==> src/rtl/imem_loader.sv <==
// Boot-time instruction-memory loader: assembles big-endian 16-bit words from a
// byte stream and writes them from address 0 until the FFFF terminator is stored.
module imem_loader #(
    parameter int ADDR_W = 8
) (
    input  logic              clk,
    input  logic              reset,
    input  logic              start,
    input  logic [7:0]        rx_data,
    input  logic              rx_valid,
    output logic              rx_ready,
    output logic              wr_en,
    output logic [ADDR_W-1:0] wr_addr,
    output logic [15:0]       wr_data,
    output logic              cpu_init,
    output logic              busy,
    output logic              done,
    output logic              overflow_err,
    output logic [ADDR_W:0]   word_count,
    output logic [2:0]        dbg_state
);

    typedef enum logic [2:0] {
        S_IDLE  = 3'd0,
        S_HI    = 3'd1,
        S_LO    = 3'd2,
        S_WRITE = 3'd3,
        S_DONE  = 3'd4,
        S_ERR   = 3'd5
    } state_t;

    state_t              r_state;
    state_t              w_next;
    logic [7:0]          r_hi;
    logic [ADDR_W-1:0]   r_addr;
    logic [ADDR_W-1:0]   r_wr_addr;
    logic [15:0]         r_wr_data;
    logic [ADDR_W:0]     r_word_count;
    logic                r_done;
    logic                r_err;
    logic                r_cpu_init;

    logic                w_rx_ready;
    logic                w_xfer;
    logic                w_start_ok;
    logic                w_last_addr;
    logic                w_term;

    // Handshake: a byte moves on a rising edge where rx_valid and rx_ready are
    // both 1; rx_ready depends only on state, never on rx_valid.
    assign w_rx_ready  = (r_state == S_HI) || (r_state == S_LO);
    assign w_xfer      = rx_valid && w_rx_ready;
    assign w_start_ok  = start && ((r_state == S_IDLE) || (r_state == S_DONE) ||
                                   (r_state == S_ERR));
    assign w_last_addr = (r_addr == {ADDR_W{1'b1}});
    assign w_term      = (r_wr_data == 16'hFFFF);

    always_comb begin
        w_next = r_state;
        case (r_state)
            S_IDLE:  if (w_start_ok) w_next = S_HI;
            S_HI:    if (w_xfer) w_next = S_LO;
            S_LO:    if (w_xfer) w_next = S_WRITE;
            S_WRITE: begin
                // Terminator wins even when it lands in the last address.
                if (w_term)           w_next = S_DONE;
                else if (w_last_addr) w_next = S_ERR;
                else                  w_next = S_HI;
            end
            S_DONE:  if (w_start_ok) w_next = S_HI;
            S_ERR:   if (w_start_ok) w_next = S_HI;
            default: w_next = S_IDLE;
        endcase
    end

    always_ff @(posedge clk or negedge reset) begin
        if (!reset) begin
            r_state      <= S_IDLE;
            r_hi         <= 8'h00;
            r_addr       <= '0;
            r_wr_addr    <= '0;
            r_wr_data    <= 16'h0000;
            r_word_count <= '0;
            r_done       <= 1'b0;
            r_err        <= 1'b0;
            r_cpu_init   <= 1'b1;
        end else begin
            r_state <= w_next;
            if (r_state == S_HI && w_xfer) begin
                r_hi <= rx_data;
            end
            // Output address/data are loaded together so they only change on
            // entry to WRITE and hold otherwise.
            if (r_state == S_LO && w_xfer) begin
                r_wr_data <= {r_hi, rx_data};
                r_wr_addr <= r_addr;
            end
            if (w_start_ok) begin
                r_addr       <= '0;
                r_word_count <= '0;
            end
            if (r_state == S_WRITE) begin
                r_word_count <= r_word_count + 1'b1;
                if (w_next == S_HI) begin
                    r_addr <= r_addr + 1'b1;
                end
            end
            r_done     <= (w_next == S_DONE);
            r_err      <= (w_next == S_ERR);
            r_cpu_init <= (w_next != S_DONE);
        end
    end

    assign rx_ready     = w_rx_ready;
    assign wr_en        = (r_state == S_WRITE);
    assign busy         = (r_state == S_HI) || (r_state == S_LO) || (r_state == S_WRITE);
    assign wr_addr      = r_wr_addr;
    assign wr_data      = r_wr_data;
    assign word_count   = r_word_count;
    assign done         = r_done;
    assign overflow_err = r_err;
    assign cpu_init     = r_cpu_init;
    assign dbg_state    = r_state;

endmodule
==> config.mk <==
export PLATFORM = sky130hd
export DESIGN_NAME = imem_loader
export DESIGN_NICKNAME = d
export VERILOG_FILES = /design/src/rtl/imem_loader.sv
export SDC_FILE = /design/constraint.sdc
export NUM_CORES = 1
export LEC_CHECK = 0
export ABC_CLOCK_PERIOD_IN_PS = 1900
export CORE_MARGIN = 1.5
export CORE_UTILIZATION = 50
export CTS_CLUSTER_SIZE = 40
export DETAILED_ROUTE_END_ITERATION = 7
export HOLD_SLACK_MARGIN = 0.05
export PLACE_DENSITY = 0.86
export SYNTH_ARGS = -nofsm -noshare
export SYNTH_HDL_FRONTEND = slang
export SYNTH_SLANG_ARGS = --single-unit
==> constraint.sdc <==
create_clock -name clk -period 1.9 [get_ports clk]
set_input_delay 0.38 -clock clk [delete_from_list [all_inputs] [get_ports clk]]
set_output_delay 0.38 -clock clk [all_outputs]
set_load 0.05 [all_outputs]
==> results of run 1 <==
routing by layer:
metal,vias to the layer above,part of all wire [%]
met1,842,45
met3,7,4.5
met4,0,1.1
li1,826,-
met5,-,0
met2,42,50
flip-flops by register name, indices dropped and copies added (netlist names):
signal,count
wr_data,16
word_count,9
r_addr,8
r_hi,8
wr_addr,8
dbg_state,3
cpu_init,1
done,1
overflow_err,1
logic make-up after synthesis:
kind of cell / after synthesis / synth area share, %
and+or+nand+nor: 59 / 14.0
DFF: 55 / 57.8
muxes: 37 / 17.3
AOI/OAI and AO/OA: 30 / 8.77
buffers and inverters: 6 / 1.15
adders and majority gates: 2 / 1.05
worst max path at each step:
stage,to,cells past startpoint
6_report,wr_addr[2],1
5_1_grt,wr_en,4
4_1_cts,wr_data[9],1
3_5_place_dp,wr_data[13],5
3_3_place_gp,r_addr[5],5
2_1_floorplan,r_addr[2],4
cell usage after synthesis (3+ instances only):
| cell type | count |
|---|---|
| a21oi_1 | 3 |
| a221o_1 | 5 |
| and3_1 | 4 |
| buf_2 | 3 |
| dfrtp_1 | 54 |
| mux2_2 | 33 |
| mux2i_1 | 4 |
| nand2_1 | 15 |
| nand2b_1 | 4 |
| nand3_1 | 5 |
| nand4_1 | 8 |
| nor2_1 | 5 |
| nor2_2 | 3 |
| nor3_1 | 3 |
| nor4_1 | 3 |
| o21ai_0 | 11 |
metrics by stage:
stage	util (%)	std cells
global placement	67.6	298
finish	70.4	306
CTS	70.0	306
floorplan	-	189
detailed placement	67.6	298
global route	70.4	306
final cells by class:
type | count | area (µm²) | area share (%)
Multi-Input combinational cell | 128 | 982 | 31.2
Inverter | 3 | 16.3 | 0.516
Timing Repair Buffer | 60 | 584 | 18.6
Sequential cell | 55 | 1390 | 44.2
Clock inverter | 2 | 37.5 | 1.19
Tap cell | 52 | 65.1 | 2.07
Clock buffer | 6 | 72.6 | 2.30
layout by cell type, fill, tap and decap left out, types with 5 or more instances in the layout:
master	instances
nand3_1	5
a221o_1	5
o21ai_0	11
nand2_1	15
nand4_1	8
nor2_1	5
clkbuf_8	5
buf_12	5
dfrtp_2	11
clkdlybuf4s50_1	14
mux2_2	33
dfrtp_1	43
dlymetal6s2s_1	7
buf_4	30
power by group:
part / internal [mW] / switching [mW] / total [mW]
clock network: 0.393 / 0.366 / 0.759
registers: 1.56 / 0.339 / 1.90
logic: 0.960 / 1.57 / 2.53
total: 2.91 / 2.28 / 5.19
timing repair:
item | in CTS | in global routing
gates cloned | 0 | 0
pin swaps | 0 | 0
resized for setup | 3 | 7
setup endpoints to repair | 3 | 7
==> impl_metrics.env, run 1 <==
export IMPL_ir_worst_vdd_mv=1.24
export IMPL_min_path_type="input pin to asynchronous set/reset pin"
export IMPL_row_count=24
export IMPL_synthesis_area_per_instance_um2=12.6
export IMPL_endpoint_kind="output port"
export IMPL_yosys_area_top_type_share_pct=56.7
export IMPL_fin_skew_ns=0.00822
export IMPL_holdBufCountCts=0
export IMPL_cp_max_fo=2
export IMPL_synthArstFlopShare_pct=100
export IMPL_grt_usage_pct=19.9
export IMPL_grt_use_met1_pct=27.0
export IMPL_vias_per_cell=5.61
export IMPL_worstMarginPinSlew_ns=0.522
export IMPL_start_kind="flop"
export IMPL_ant_nets=0
export IMPL_p_per_area_nw_per_um2=1650
export IMPL_num_nets_final=267
export IMPL_wl_mm=4.80
export IMPL_crit_type="flop to output port"
export IMPL_rsz0062_at_grt="false"
export IMPL_synth_edf_count=0
export IMPL_clock_sinks=55
export IMPL_slew_headroom_pct=65.2
export IMPL_insertion_delay_ns=0.30
export IMPL_crit_family="buffers and inverters"
export IMPL_dieArea_um2=5190
export IMPL_crit_buf_inv=1
export IMPL_setup_slack_ns=0.0637
export IMPL_finalCritPeriodShare_pct=96.6
export IMPL_dpl_hpwl_mm=3.34
export IMPL_cts_path_max_buffers=2
export IMPL_r2r_start="r_addr[0]"
export IMPL_grtUsageMet2_pct=32.4
export IMPL_max_clock_freq_mhz=545
export IMPL_rr_worst_depth=5
export IMPL_fin_tns_setup_ns=0
export IMPL_cp_startpoint="wr_addr[2]"
export IMPL_wire_per_inst_um=15.7
export IMPL_fin_area_um2=3150
export IMPL_synth_seq_cells=55
export IMPL_drt_iter0_markers=74
export IMPL_yosysUniqueCellTypes=37
export IMPL_cp_data_arrival_time_ns=1.46
export IMPL_io_pins=54
export IMPL_via_count=1717
export IMPL_cts_tree="yes"
export IMPL_place_area_um2=3030
export IMPL_start_util_pct=53.3
export IMPL_post_cts_buffers=0
export IMPL_critical_path_required_ns=1.52
export IMPL_regToRegSetupSlack_ns=0.21
export IMPL_place_ws_ns=0.0484
export IMPL_synth_area_leaders="dfrtp_1, mux2_2, nand2_1"
export IMPL_die_h_um=72.0
export IMPL_grt_max_degree=56
export IMPL_final_max_slew_violation_count=0
export IMPL_netlist_area_um2=2380
export IMPL_p_leak_nw=1.49
export IMPL_gp_congestion=0.806
export IMPL_layout_drive_gt1_share_pct=38.2
export IMPL_setup_violations=0
export IMPL_ys_flop_type="dfrtp_1"
export IMPL_use_met3_pct=5.14
export IMPL_antenna_found_initial=0
export IMPL_dr_pass1_iters=4
export IMPL_io_buffers=53
export IMPL_n_fill_cell=311
export IMPL_grt_overflow=0
export IMPL_worstPathCellList="clkdlybuf4s50_1"
export IMPL_cts_root_buf="clkbuf_8"
export IMPL_synth_cells=189
export IMPL_numCtsBuffers=5
export IMPL_synthesis_nets=203
export IMPL_max_stage_delay_ns=0.80
export IMPL_area_growth_pct=32.1
export IMPL_htree_levels=2
export IMPL_antennaDiodeCount=0
export IMPL_hold_viol_final=0
export IMPL_reg2reg_to="r_addr[7]"
export IMPL_yosys_area_top_type="dfrtp_1"
export IMPL_fin_crit_ns=1.84
export IMPL_p_total_mw=5.19
export IMPL_die_w_um=72.0
export IMPL_grt_pass1_wl_mm=8.06
export IMPL_ys_seq_area_share_pct=57.8
export IMPL_busiest_layer="met2"
export IMPL_cts_clk_slew_worst_paths_ns=0.10
export IMPL_maxCapViolations=0
export IMPL_drc=0
export IMPL_crit_path_top_delay_cell="clkdlybuf4s50_1"
export IMPL_holdWs_ns=0.0537
export IMPL_status="finished clean"
export IMPL_grt_pass1_vias=1712
export IMPL_coreArea_um2=4470
export IMPL_ys_warn_count=0
No activity file was read; power rests on OpenSTA's default activity.
==> inputs of run 2 (changes only) <==
--- a/config.mk
+++ b/config.mk
@@ -5,13 +5,15 @@
 export SDC_FILE = /design/constraint.sdc
 export NUM_CORES = 1
 export LEC_CHECK = 0
+export ABC_AREA = 1
 export ABC_CLOCK_PERIOD_IN_PS = 1900
 export CORE_MARGIN = 1.5
 export CORE_UTILIZATION = 50
+export CTS_CLUSTER_DIAMETER = 200
 export CTS_CLUSTER_SIZE = 40
 export DETAILED_ROUTE_END_ITERATION = 7
 export HOLD_SLACK_MARGIN = 0.05
-export PLACE_DENSITY = 0.86
+export PLACE_DENSITY = 0.85
 export SYNTH_ARGS = -nofsm -noshare
 export SYNTH_HDL_FRONTEND = slang
 export SYNTH_SLANG_ARGS = --single-unit
==> impl_metrics.env, run 2 <==
export IMPL_min_path_type="input pin to asynchronous set/reset pin"
export IMPL_synthAdderAreaFrac_pct=0.984
export IMPL_met3_wirelength_um=210
export IMPL_via_count=1987
export IMPL_antennaDiodeCount=0
export IMPL_placed_cells=402
export IMPL_synth_xor_area_share_pct=2.41
export IMPL_die_h_um=74.3
export IMPL_clock_sinks=55
export IMPL_synth_seq_cells=55
export IMPL_wire_per_inst_um=12.8
export IMPL_yosys_area_top_type="dfrtp_1"
export IMPL_grt_pass1_vias=1905
export IMPL_fin_crit_ns=1.84
export IMPL_drc=0
export IMPL_wl_mm=5.28
export IMPL_synthesis_area_per_instance_um2=8.93
export IMPL_worst_path_most_repeated_cell="nand2_1"
export IMPL_status="finished clean"
export IMPL_crit_path_top_delay_cell="dfrtp_1"
export IMPL_crit_type="flop to output port"
export IMPL_synth_compound_area_share_pct=8.12
export IMPL_netlist_area_um2=2540
export IMPL_antenna_found_initial=0
export IMPL_instances_no_fill=412
export IMPL_fin_area_um2=3230
export IMPL_grt_overflow=0
export IMPL_critical_path_required_ns=1.52
export IMPL_cts_tree="yes"
export IMPL_largest_reg_flops=16
export IMPL_yosysMostFrequentCell="nand2_1"
export IMPL_place_area_um2=3100
export IMPL_vias_per_cell=4.82
export IMPL_max_clock_freq_mhz=545
export IMPL_rr_worst_depth=7
export IMPL_final_util_pct=67.0
export IMPL_slew_headroom_pct=66.6
export IMPL_drt_iter0_markers=82
export IMPL_maxCapViolations=0
export IMPL_cp_data_arrival_time_ns=1.46
export IMPL_ant_nets=0
export IMPL_synthesis_nets=299
export IMPL_cts_root_buf="clkbuf_8"
export IMPL_hold_viol_final=0
export IMPL_yosys_area_top_type_share_pct=53.1
export IMPL_setup_violations=0
export IMPL_cts_clk_slew_worst_paths_ns=0.10
export IMPL_synth_simple_area_share_pct=19.3
export IMPL_ir_worst_vdd_mv=1.08
export IMPL_gp_congestion=0.788
export IMPL_finalCritPeriodShare_pct=96.6
export IMPL_final_cell_mix="nand2_1, dfrtp_1, inv_1"
export IMPL_synth_common_cells="nand2_1, dfrtp_1, inv_1"
export IMPL_synthMuxAreaShare_pct=5.90
export IMPL_insertion_delay_ns=0.31
export IMPL_endpoint_kind="output port"
export IMPL_cp_max_fo=4
export IMPL_grt_usage_pct=21.2
export IMPL_grt_pass1_wl_mm=8.72
export IMPL_cp_startpoint="dbg_state[0]"
export IMPL_r2r_start="r_addr[0]"
export IMPL_row_count=25
export IMPL_p_leak_nw=1.69
export IMPL_p_per_area_nw_per_um2=1810
export IMPL_synth_top_family_by_area="simple AND/OR/NAND/NOR gates"
export IMPL_holdWs_ns=0.501
export IMPL_start_kind="flop"
export IMPL_htree_levels=2
export IMPL_rsz0062_at_grt="true"
export IMPL_worstMarginPinSlew_ns=0.504
export IMPL_synth_edf_count=0
export IMPL_numCtsBuffers=5
export IMPL_wl_met1_mm=2.33
export IMPL_synth_cells=285
export IMPL_worstPathCellList="inv_1 -> nor2_4 -> nand2_1 -> nand2_1 -> buf_12"
export IMPL_dr_pass1_iters=4
export IMPL_io_buffers=53
export IMPL_wl_met2_mm=2.65
export IMPL_layout_drive_gt1_share_pct=20.3
export IMPL_start_util_pct=52.8
export IMPL_ys_seq_area_share_pct=54.2
export IMPL_synth_area_leaders="dfrtp_1, nand2_1, inv_1"
export IMPL_ys_warn_count=0
export IMPL_layout_commonest_cell="nand2_1"
export IMPL_coreArea_um2=4820
export IMPL_area_growth_pct=26.8
export IMPL_yosysUniqueCellTypes=26
export IMPL_die_w_um=74.3
export IMPL_grt_max_degree=40
export IMPL_top_layer_used="met4"
export IMPL_synthArstFlopShare_pct=100
export IMPL_ys_flop_type="dfrtp_1"
export IMPL_io_pins=54
export IMPL_max_stage_delay_ns=0.44
export IMPL_fin_skew_ns=0.00665
export IMPL_dpl_hpwl_mm=3.87
export IMPL_dieArea_um2=5520
export IMPL_num_nets_final=358
export IMPL_cts_path_max_buffers=2
export IMPL_final_max_slew_violation_count=0
==> run 2: cell count changes after synthesis, moves of 10 or more <==
cell / change
o21ai_1: +14
inv_1: +43
nand2_1: +59
mux2_4: +10
mux2_2: -33
nor2_1: +15
==> run 2: final timing paths <==
path,end,slack [ns]
max,rx_ready,0.06
min,r_hi[7],0.50
max reg2reg,r_addr[1],0.25
min reg2reg,wr_addr[6],0.51
max in group asynchronous,cpu_init,0.81
min in group clk,wr_addr[6],0.51
==> run 2: logic make-up after synthesis <==
kind of cell,after synthesis
buf+inv,55
xor+xnor,7
compound gates,40
simple gates,116
fa+ha+maj,2
mux,10
flops,55
==> run 2: area by class of cell <==
| type | instances | area [µm²] |
|---|---|---|
| Timing Repair Buffer | 59 | 531 |
| Sequential cell | 55 | 1380 |
| Tap cell | 67 | 83.8 |
| Clock buffer | 5 | 68.8 |
| Fill cell | 399 | 1590 |
| Multi-Input combinational cell | 175 | 937 |
| Inverter | 48 | 183 |
| Clock inverter | 3 | 43.8 |
==> run 2: report_power, final <==
part	switching (mW)	total (mW)	internal, mW	leakage [nW]
Combinational	2.03	3.06	1.03	0.925
Sequential	0.375	1.99	1.62	0.705
Clock	0.387	0.779	0.393	0.0581
Total	2.79	5.83	3.04	1.69
==> run 2: worst max-delay path, delay by kind of cell (launching register included) <==
family,cells,cell delay [ns]
buffers and inverters,2,0.26
DFF,1,0.44
and+or+nand+nor,3,0.43
==> run 2: metrics by stage <==
stage               setup slack, ns  TNS (ns)  total power [mW]
floorplan                   0.00515         0              4.10
global placement              0.235         0              4.98
detailed placement            0.201         0              5.10
CTS                          0.0507         0              5.85
global route                -0.0355   -0.0669              6.20
finish                       0.0648         0              5.83
==> run 2: repair_timing <==
action	4_1_cts	5_1_grt
cloned	0	0
setup endpoints to repair	6	2
buffers inserted	0	1
pin swaps	0	0
hold buffers	1	0
endpoints found under the hold margin	16	0
gates resized for setup	6	2
==> run 2: metal layers <==
metal | track usage [%] | vias up
met5 | 0 | -
met4 | 9.09 | 0
met3 | 3.25 | 5
met2 | 34.6 | 43
met1 | 28.4 | 931
li1 | - | 1008
